<file path="src/rtl/mole_sequencer.sv">
// Whack-a-mole round controller: picks a pseudo-random lit position per round,
// judges hits against it and keeps saturating score/miss counts for one game.
module mole_sequencer #(
    parameter int         ON_CYCLES  = 25_000_000,
    parameter int         OFF_CYCLES = 12_500_000,
    parameter int         NUM_ROUNDS = 20,
    parameter logic [7:0] LFSR_SEED  = 8'hA5
) (
    input  logic       clk,
    input  logic       reset,
    input  logic       start,
    input  logic       hit_valid,
    input  logic [3:0] hit_index,
    output logic [3:0] light_index,
    output logic       light_on,
    output logic [7:0] score,
    output logic [7:0] misses,
    output logic       round_done,
    output logic       game_over
);

    typedef enum logic [1:0] {IDLE, GAP, SHOW, DONE} state_t;

    localparam logic [31:0] ON_LOAD  = 32'(ON_CYCLES - 1);
    localparam logic [31:0] OFF_LOAD = 32'(OFF_CYCLES - 1);
    localparam logic [7:0]  LAST_RND = 8'(NUM_ROUNDS);

    state_t      state, state_n;
    logic [31:0] cnt, cnt_n;
    logic [7:0]  lfsr;
    logic [7:0]  round_cnt, round_n;
    logic [7:0]  score_n, misses_n;
    logic [3:0]  idx_n;
    logic        round_done_n;
    logic        end_round;
    logic        hit_match;

    function automatic logic [7:0] sat_inc(input logic [7:0] v);
        return (v == 8'hFF) ? v : v + 8'd1;
    endfunction

    // Fold 0..15 onto 0..8, then step past the previous position so a mole never repeats.
    function automatic logic [3:0] pick_pos(input logic [3:0] raw, input logic [3:0] prev);
        logic [3:0] p;
        p = (raw >= 4'd9) ? raw - 4'd9 : raw;
        if (p == prev)
            p = (p == 4'd8) ? 4'd0 : p + 4'd1;
        return p;
    endfunction

    assign hit_match = hit_valid && (hit_index == light_index);

    always_comb begin
        state_n      = state;
        cnt_n        = cnt;
        idx_n        = light_index;
        score_n      = score;
        misses_n     = misses;
        round_n      = round_cnt;
        round_done_n = 1'b0;
        end_round    = 1'b0;
        case (state)
            IDLE, DONE: begin
                if (start) begin
                    state_n  = GAP;
                    cnt_n    = OFF_LOAD;
                    score_n  = 8'd0;
                    misses_n = 8'd0;
                    round_n  = 8'd0;
                end
            end
            GAP: begin
                if (cnt == 32'd0) begin
                    state_n = SHOW;
                    cnt_n   = ON_LOAD;
                    idx_n   = pick_pos(lfsr[3:0], light_index);
                end else begin
                    cnt_n = cnt - 32'd1;
                end
            end
            SHOW: begin
                // A matching hit wins over the timeout on the final lit cycle.
                if (hit_match) begin
                    score_n   = sat_inc(score);
                    end_round = 1'b1;
                end else if (cnt == 32'd0) begin
                    misses_n  = sat_inc(misses);
                    end_round = 1'b1;
                end else begin
                    cnt_n = cnt - 32'd1;
                end
                if (end_round) begin
                    round_done_n = 1'b1;
                    round_n      = round_cnt + 8'd1;
                    if (round_n == LAST_RND) begin
                        state_n = DONE;
                    end else begin
                        state_n = GAP;
                        cnt_n   = OFF_LOAD;
                    end
                end
            end
            default: state_n = IDLE;
        endcase
    end

    always_ff @(posedge clk) begin
        if (reset) begin
            state       <= IDLE;
            cnt         <= 32'd0;
            lfsr        <= LFSR_SEED;
            round_cnt   <= 8'd0;
            light_index <= 4'd0;
            light_on    <= 1'b0;
            score       <= 8'd0;
            misses      <= 8'd0;
            round_done  <= 1'b0;
            game_over   <= 1'b0;
        end else begin
            state       <= state_n;
            cnt         <= cnt_n;
            lfsr        <= {lfsr[6:0], lfsr[7] ^ lfsr[5] ^ lfsr[4] ^ lfsr[3]};
            round_cnt   <= round_n;
            light_index <= idx_n;
            light_on    <= (state_n == SHOW);
            score       <= score_n;
            misses      <= misses_n;
            round_done  <= round_done_n;
            game_over   <= (state_n == DONE);
        end
    end

endmodule

</file>
<file path="config.mk">
export PLATFORM = sky130hd
export DESIGN_NAME = mole_sequencer
export DESIGN_NICKNAME = d
export VERILOG_FILES = /design/src/rtl/mole_sequencer.sv
export SDC_FILE = /design/constraint.sdc
export NUM_CORES = 1
export LEC_CHECK = 0
export CAP_MARGIN = 25
export CORE_ASPECT_RATIO = 0.8
export CORE_MARGIN = 8
export CORE_UTILIZATION = 44
export DETAILED_ROUTE_END_ITERATION = 8
export PLACE_DENSITY = 0.66
export SYNTH_ARGS = -nofsm -noshare
export SYNTH_HDL_FRONTEND = slang
export SYNTH_SLANG_ARGS = --single-unit
</file>
<file path="constraint.sdc">
create_clock -name clk -period 5.17 [get_ports clk]
set_input_delay 0.517 -clock clk [delete_from_list [all_inputs] [get_ports clk]]
set_output_delay 0.517 -clock clk [all_outputs]
set_load 0.1 [all_outputs]
</file>
Word-level counts from Yosys, hierarchy flattened

Cells that the tools add are included.

Bits in registers: 73
Output and inout bits: 23

Bitwise gates (word level): 4
Reduce and logical (&&, ||, !) cells: 10
Equal/unequal tests: 18
Magnitude comparators: 1
Mux-type cells: 29
$add $sub $neg: 6

Operators with widths:

| kind                  | number |
|---|---|
| $mux 32               | 6 |
| $pmux 32 s3           | 1 |
| $mux 8                | 7 |
| $pmux 8 s2            | 3 |
| $logic_not 32->1      | 1 |
| $sub 32x1->32 const B | 1 |
| $add 8x1->8 const B   | 3 |
| $eq 8x8->1 const B    | 2 |
| $ne 2x2->1 const B    | 7 |
| $mux 4                | 3 |
| $eq 2x2->1 const B    | 4 |
| $eq 4x4->1            | 2 |
| $eq 8x5->1 const B    | 1 |
| $mux 2                | 4 |
| $pmux 2 s3            | 1 |
| $reduce_and 5->1      | 1 |
| $add 4x1->4 const B   | 1 |
| $eq 4x4->1 const B    | 1 |
| $ge 4x4->1 const B    | 1 |
| $mux 1                | 4 |
| $reduce_and 4->1      | 1 |
| $reduce_or 2->1       | 2 |
| $sub 4x4->4 const B   | 1 |
| $reduce_and 3->1      | 1 |
| 7 further kinds       | 9 |

Longest topological paths before layout

Gate-level depths: netlist of run 1.

Depth after elaboration: 7
Gate-level depth with buffers: 13
Depth with buffers taken out: 13

Least setup slack after synthesis of run 1

OpenSTA, ideal clock, no wires.

Path type: register to register
From: reg light_index[2]
To: reg cnt[13]
Setup time: 0.096 ns
Stages on the path, launching flop included: 9
Slack: 2.411 ns
Arrival time: 2.664 ns
Period minus slack after synthesis: 2.759 ns
Cell sequence: dfxtp_1 -> xor2_1 -> nor3_1 -> and2_1 -> clkbuf_1 -> o21ai_1 -> o21ai_1 -> o21ai_1 -> a221oi_1

Cells in the longest elaborated chain, start to end: 6
Elaborated cells on any way between the ends: 8
Those cells by class: 1 x eq/ne; 6 x mux; 1 x reduce/logical

RTL lines:

| element                                  | RTL line | source |
|---|---|---|
| from (decl)                              | 14       | `output logic [3:0] light_index,` |
| from (signal assigned)                   | 124      | `light_index <= idx_n;` |
| $eq 4x4->1 (*)                           | 51       | `assign hit_match = hit_valid && (hit_index == light_index);` |
| $logic_and 1x1->1 (*)                    | 51       |  |
| $mux 32 / $mux 1 (equally long branches) | 83       | `if (hit_match) begin` |
| $mux 32 / $mux 1 (equally long branches) | 95, 62   |  |
| $mux 32 (*)                              | 92       | `if (end_round) begin` |
| $pmux 32 s3 (*)                          | 62       | `case (state)` |
| to (signal assigned)                     | 121      | `cnt <= cnt_n;` |
| to (decl)                                | 29       | `logic [31:0] cnt, cnt_n;` |

Every way passes the cells marked *; elsewhere a longest branch is shown, timed or not. The select of a mux whose other input is x is not followed.
A chain may end at the register's enable or synchronous reset.

Final worst setup path of run 1

From: reg state[1]
To: reg cnt[13]

Cells in the longest elaborated chain, start to end: 3
Elaborated cells on any way between the ends: 7
Those cells by class: 4 x eq/ne; 1 x mux; 2 x reduce/logical

RTL lines:

| element                                              | RTL line | source |
|---|---|---|
| from (decl)                                          | 28       | `state_t state, state_n;` |
| from (signal assigned)                               | 120      | `state <= state_n;` |
| $eq 2x2->1 / $logic_not 2->1 (equally long branches) | 62       |  |
| $reduce_or 2->1                                      | 62       |  |
| $pmux 32 s3 / $ne 2x2->1 (equally long branches)     | -        |  |

Several ways; a longest one is shown, not always the timed one.

==> results of run 1 <==
==> stage by stage <==
| step | hold WS (ns) | utilization | setup WS [ns] | instances | power, mW |
|---|---|---|---|---|---|
| 4_1_cts | 0.434 | 0.528 | 2.16 | 723 | 1.62 |
| 5_1_grt | 0.441 | 0.528 | 1.78 | 723 | 1.69 |
| 2_1_floorplan | 0.389 | - | 2.41 | 560 | 0.870 |
| 3_3_place_gp | 0.396 | 0.495 | 2.09 | 707 | 0.940 |
| 6_report | 0.424 | 0.528 | 2.01 | 723 | 1.62 |
| 3_5_place_dp | 0.412 | 0.495 | 1.97 | 707 | 0.948 |
==> metal layers <==
layer,up-vias,global-route usage
met5,-,0
met4,0,0.0669
met3,29,0.0579
met2,209,0.288
met1,2063,0.254
li1,2110,-
==> state kept, by name, summed over array words and instances (netlist names) <==
signal       count
round_cnt        8
round_done       1
misses           8
score            8
cnt             32
lfsr             8
state            2
light_index      4
light_on         1
game_over        1
==> synth_stat cells (all sizes together), types with 4 or more instances <==
cell type,n
a211oi,8
nor2b,6
or4,6
ha,11
nor4,17
nor3,18
a211o,4
or3,17
a21oi,46
a31oi,13
nand3,20
nor3b,4
nand4,12
and2,4
clkbuf,17
xor2,15
dfxtp,73
o311ai,4
buf,6
nand2,49
o21ai,38
and3,6
xnor2,15
o31ai,4
nor2,68
nand2b,4
inv,23
==> worst max-delay path by stage <==
| stage | to | depth (start not counted) | slack (ns) | startpoint |
|---|---|---|---|---|
| 2_1_floorplan | cnt[13]$_SDFFE_PP0P_ | 8 | 2.41 | light_index[2]$_SDFFE_PP0P_ |
| 3_3_place_gp | cnt[22]$_SDFFE_PP0P_ | 8 | 2.09 | hit_index[2] |
| 3_5_place_dp | cnt[22]$_SDFFE_PP0P_ | 8 | 1.97 | hit_index[1] |
| 4_1_cts | cnt[13]$_SDFFE_PP0P_ | 7 | 2.16 | state[0]$_SDFF_PP0_ |
| 5_1_grt | cnt[13]$_SDFFE_PP0P_ | 8 | 1.78 | state[1]$_SDFF_PP0_ |
| 6_report | cnt[13]$_SDFFE_PP0P_ | 8 | 2.01 | state[1]$_SDFF_PP0_ |
==> power by group through the flow <==
stage                     combinational (mW)  sequential [mW]  clock (mW)
after floorplan                        0.234            0.636           0
after global placement                 0.286            0.654           0
after detailed placement               0.293            0.655           0
after CTS                              0.295            0.643       0.684
after global routing                   0.333            0.653       0.705
final                                  0.305            0.645       0.674
==> cell type report <==
class | count | area [sq um] | share of cell area
Tap cell | 136 | 170 | 0.0331
Timing Repair Buffer | 34 | 330 | 0.0643
Clock inverter | 6 | 92.6 | 0.0180
Sequential cell | 73 | 1460 | 0.284
Inverter | 23 | 86.3 | 0.0168
Clock buffer | 10 | 229 | 0.0445
Multi-Input combinational cell | 441 | 2770 | 0.539
==> cell families after synthesis <==
group / share of synthesized area
simple gates: 0.300
compound gates: 0.228
flops: 0.330
buf+inv: 0.0446
xor+xnor: 0.0593
fa+ha+maj: 0.0311
mux: 0.00678
==> results.json, run 1 <==
{
  "grt_first_pass_wirelength_mm": 20.9,
  "hold_viol_final": 0,
  "grt_pass1_vias": 4038,
  "ir_worst_vdd_mv": 0.168,
  "min_path_type": "flop to flop",
  "cts_made_buffers": 9,
  "fin_crit_sh": 0.612,
  "routed_via_density": 6.10,
  "async_reset_ff_frac": 0,
  "ys_types": 76,
  "slew_viol_final": 0,
  "routed.top_layer": "met4",
  "wl_mm": 12.9,
  "rsz0062_at_grt": "false",
  "ys.flop_type": "dfxtp_1",
  "swShare": 0.304,
  "yosysWarningCount": 0,
  "start_kind": "flop",
  "timing.final.crit_period_ns": 3.16,
  "worstSetupPathType": "flop to flop",
  "fin_nets": 601,
  "grt_max_degree": 29,
  "die_y_microns": 106,
  "grt_antenna_before_repair": 0,
  "regToRegEndpoint": "cnt[13]$_SDFFE_PP0P_",
  "slowest_stage": "nor4_1",
  "slew_headroom": 0.342,
  "vias": 4411,
  "cts_tree": "yes",
  "syn_area_sq_um": 4430,
  "p_switching_mw": 0.494,
  "grt_usage": 0.192,
  "routabilityCongestion": 1.01,
  "crit_family": "simple AND/OR/NAND/NOR gates",
  "drcViolationCount": 0,
  "clk_latency_ns": 0.34,
  "core_area_sq_um": 9730,
  "syn_to_final_growth_pct": 16.0,
  "p_leak_nw": 1.81,
  "drt-initial-drc-count": 394,
  "pwr-share-seq": 0.397,
  "hold_depth": 1,
  "htreeDepth": 3,
  "path_clk_slew_ns": 0.06,
  "n_antenna_cell": 0,
  "cts_resized": 0,
  "synth_edf_count": 0,
  "worstPathMaxFanout": 13,
  "status": "finished, final reports clean",
  "drtPass1Iterations": 5,
  "worst_path_largest_cell_delay_ns": 0.79,
  "synthesis.nets": 579,
  "overflow": 0,
  "io_pins": 31,
  "wl_met3_mm": 1.23,
  "post-route-cell-area_sq_um": 5140,
  "max-cap-violations": 0,
  "synthTopCellsByArea": "dfxtp_1, nor2_1, a21oi_1, nand2_1, o21ai_0",
  "p_int_mw": 1.13,
  "cts_hold_buf": 0,
  "worst_slew_pin_slew_ns": 0.985,
  "ys_seq_elements": 73,
  "p_per_area_nw_per_um2": 316,
  "post_cts_buffers": 0,
  "cp_num_buf_inv": 2,
  "rr_startpoint": "state[1]$_SDFF_PP0_",
  "path_cells": "inv_1, ha_1, inv_1, nor4_1, nor2_1, o21ai_1, o21ai_1, a221oi_1",
  "cts_root_buffer": "clkbuf_16",
  "final_common_cell": "dfxtp_1",
  "die_x_microns": 128,
  "crit_arrival_ns": 3.42,
  "place_hpwl_mm": 9.31,
  "min_from": "lfsr[6]$_SDFF_PP0_",
  "synth_top_area_frac": 0.330,
  "holdPathEnd": "lfsr[7]$_SDFF_PP1_",
  "clock_path_buffers": 2,
  "finalClockSkew_ns": 0.00831,
  "tns_ns": 0,
  "p_comb_frac": 0.188,
  "end_kind": "flop",
  "finalSetupViolCount": 0,
  "cts_sinks": 73,
  "start_util": 0.455,
  "place_area_sq_um": 4820,
  "reg2reg_slack_ns": 2.01,
  "avgSynthCellArea_sq_um": 7.91,
  "met1_length_mm": 5.88,
  "synthCells": 560,
  "route.met2.wl_mm": 5.54,
  "route.antenna.remaining_nets": 0,
  "num-fill-cells": 943,
  "drive_gt1_frac": 0.0818,
  "dieArea_sq_um": 13600,
  "rows": 32,
  "critPathRequiredTime_ns": 5.42,
  "layout.cells.most_common_list": "dfxtp_1, nor2_1, nand2_1",
  "port_buffers": 30,
  "clkPwrFrac": 0.415,
  "max_freq_ghz": 0.316,
  "reg2reg_depth": 8,
  "yosysTopAreaCell": "dfxtp_1",
  "synth-seq-area-share": 0.330,
  "wire_per_inst_microns": 17.8
}
Note: power is estimated with default switching activity, not from simulation.
==> run 2: changes to the inputs <==
--- a/config.mk
+++ b/config.mk
@@ -10,7 +10,7 @@
 export CORE_MARGIN = 8
 export CORE_UTILIZATION = 44
 export DETAILED_ROUTE_END_ITERATION = 8
-export PLACE_DENSITY = 0.66
+export PLACE_DENSITY = 0.68
 export SYNTH_ARGS = -nofsm -noshare
 export SYNTH_HDL_FRONTEND = slang
 export SYNTH_SLANG_ARGS = --single-unit
==> constraint.sdc (replaced) <==
create_clock -name clk -period 2.9 [get_ports clk]
set_input_delay 0.29 -clock clk [delete_from_list [all_inputs] [get_ports clk]]
set_output_delay 0.29 -clock clk [all_outputs]
set_load 0.1 [all_outputs]
==> run 2 against run 1 <==
Largest cell class unchanged. Core utilization increased by 1.1 points. Via count up 3.2%. Hold slack worse by 0.0083 ns. Critical path type unchanged. Power rose by 73%. Highest routed layer unchanged.
==> results.json, run 2 (synthesis results as in run 1) <==
{
  "status": "finished, final reports clean",
  "slew_headroom": 0.464,
  "cts_root_buffer": "clkbuf_16",
  "p_int_mw": 1.91,
  "post-route-cell-area_sq_um": 5250,
  "drt-initial-drc-count": 512,
  "swShare": 0.320,
  "end_kind": "flop",
  "worst_path_largest_cell_delay_ns": 0.58,
  "fin_crit_sh": 0.958,
  "die_x_microns": 128,
  "registers.top_by_ff_count": "cnt",
  "cts_made_buffers": 9,
  "crit_arrival_ns": 3.01,
  "start_util": 0.455,
  "wl_mm": 13.0,
  "fin_nets": 627,
  "finalClockSkew_ns": 0.00717,
  "fin_cells": 749,
  "cts_resized": 0,
  "place_area_sq_um": 4930,
  "drtPass1Iterations": 5,
  "grt_first_pass_wirelength_mm": 21.5,
  "grt_max_degree": 28,
  "dieArea_sq_um": 13600,
  "p_comb_frac": 0.214,
  "worst_slew_pin_slew_ns": 0.804,
  "grt_antenna_before_repair": 0,
  "pre_cts_ws_ns": 0.148,
  "fin_ws_ns": 0.120,
  "ir_worst_vdd_mv": 0.381,
  "wire_per_inst_microns": 17.4,
  "max_freq_ghz": 0.360,
  "drive_gt1_frac": 0.160,
  "start_kind": "flop",
  "route.antenna.remaining_nets": 0,
  "syn_to_final_growth_pct": 18.4,
  "post_cts_buffers": 0,
  "core_area_sq_um": 9730,
  "finalSetupViolCount": 0,
  "p_leak_nw": 1.97,
  "clock_path_buffers": 2,
  "final_common_cell": "dfxtp_1",
  "vias": 4553,
  "tns_ns": 0,
  "max-cap-violations": 0,
  "cts_hold_buf": 0,
  "largest_reg_flops": 32,
  "num-fill-cells": 912,
  "io_pins": 31,
  "routabilityCongestion": 0.946,
  "timing.final.crit_period_ns": 2.78,
  "place_inst": 730,
  "overflow": 0,
  "worstSetupPathType": "flop to flop",
  "worstPathMaxFanout": 9,
  "place_hpwl_mm": 9.49,
  "pwr-share-seq": 0.405,
  "hold_viol_final": 0,
  "cts_sinks": 73,
  "clk_latency_ns": 0.34,
  "die_y_microns": 106,
  "path_clk_slew_ns": 0.06,
  "worst_hold_slack_ns": 0.416,
  "p_switching_mw": 0.900,
  "slowest_stage": "or3_1",
  "drcViolationCount": 0,
  "clkPwrFrac": 0.380,
  "grt_pass1_vias": 4272,
  "routed_via_density": 6.08,
  "cts_tree": "yes",
  "n_antenna_cell": 0,
  "rsz0062_at_grt": "false",
  "port_buffers": 30,
  "path_cells": "inv_1, ha_1, nor3b_4, nand4_2, or3_1, a21oi_4, nor2_2, a32o_1, a31o_1",
  "grt_usage": 0.196,
  "layout.cells.most_common_list": "dfxtp_1, nor2_1, buf_4",
  "htreeDepth": 3,
  "slew_viol_final": 0,
  "min_path_type": "flop to flop",
  "rows": 32,
  "critPathRequiredTime_ns": 3.13,
  "p_per_area_nw_per_um2": 536
}
[run 2: cell count changes in the layout (fill, tap and decap cells not counted), sizes merged]
cell | previous run | this run
buf | 4 | 53
clkdlybuf4s50 | 30 | 7
bufinv | 2 | 0
inv | 23 | 25
[run 2: routing by layer]
layer	track usage	vias up	wire (microns)
li1	-	2167	-
met1	0.253	2141	5760
met2	0.309	223	5860
met3	0.0473	22	1200
met4	0.0728	0	188
met5	0	-	0
[run 2: critical path, delay by kind of cell, from the launching register on]
family	cells	cell delay, ns
AO/OA/AOI/OAI	3	0.84
adder cells (fa/ha/maj)	1	0.22
buffers and inverters	1	0.10
flip-flops	1	0.36
AND/OR/NAND/NOR	4	1.15
[run 2: worst paths after layout]
path	startpoint	end	slack, ns	cells after the start
worst max-delay path	cnt[0]$_SDFFE_PP0P_	cnt[22]$_SDFFE_PP0P_	0.12	9
worst min-delay path	lfsr[6]$_SDFF_PP0_	lfsr[7]$_SDFF_PP1_	0.42	1
worst max register to register	cnt[0]$_SDFFE_PP0P_	cnt[22]$_SDFFE_PP0P_	0.12	9
worst min register to register	lfsr[6]$_SDFF_PP0_	lfsr[7]$_SDFF_PP1_	0.42	1
[run 2: layout make-up]
| type | instances | area (sq um) | share of cell area |
|---|---|---|---|
| timing repair buffer | 60 | 468 | 0.0892 |
| sequential | 73 | 1460 | 0.279 |
| clock buffer | 10 | 239 | 0.0456 |
| multi-input combinational | 441 | 2770 | 0.528 |
| clock inverter | 6 | 50.0 | 0.00954 |
| tap | 136 | 170 | 0.0324 |
| inverter | 23 | 86.3 | 0.0165 |
[run 2: power groups by stage]
stage	sequential, mW	clock (mW)	combinational, mW
after detailed placement	1.16	0	0.583
after global placement	1.16	0	0.574
final	1.14	1.07	0.603
after global routing	1.15	1.13	0.661
after CTS	1.14	1.09	0.586
after floorplan	1.13	0	0.417
[run 2: stage by stage]
stage	utilization	total power, mW
floorplan	-	1.55
global placement	0.507	1.73
detailed placement	0.507	1.74
CTS	0.537	2.81
global route	0.539	2.94
finish	0.539	2.81
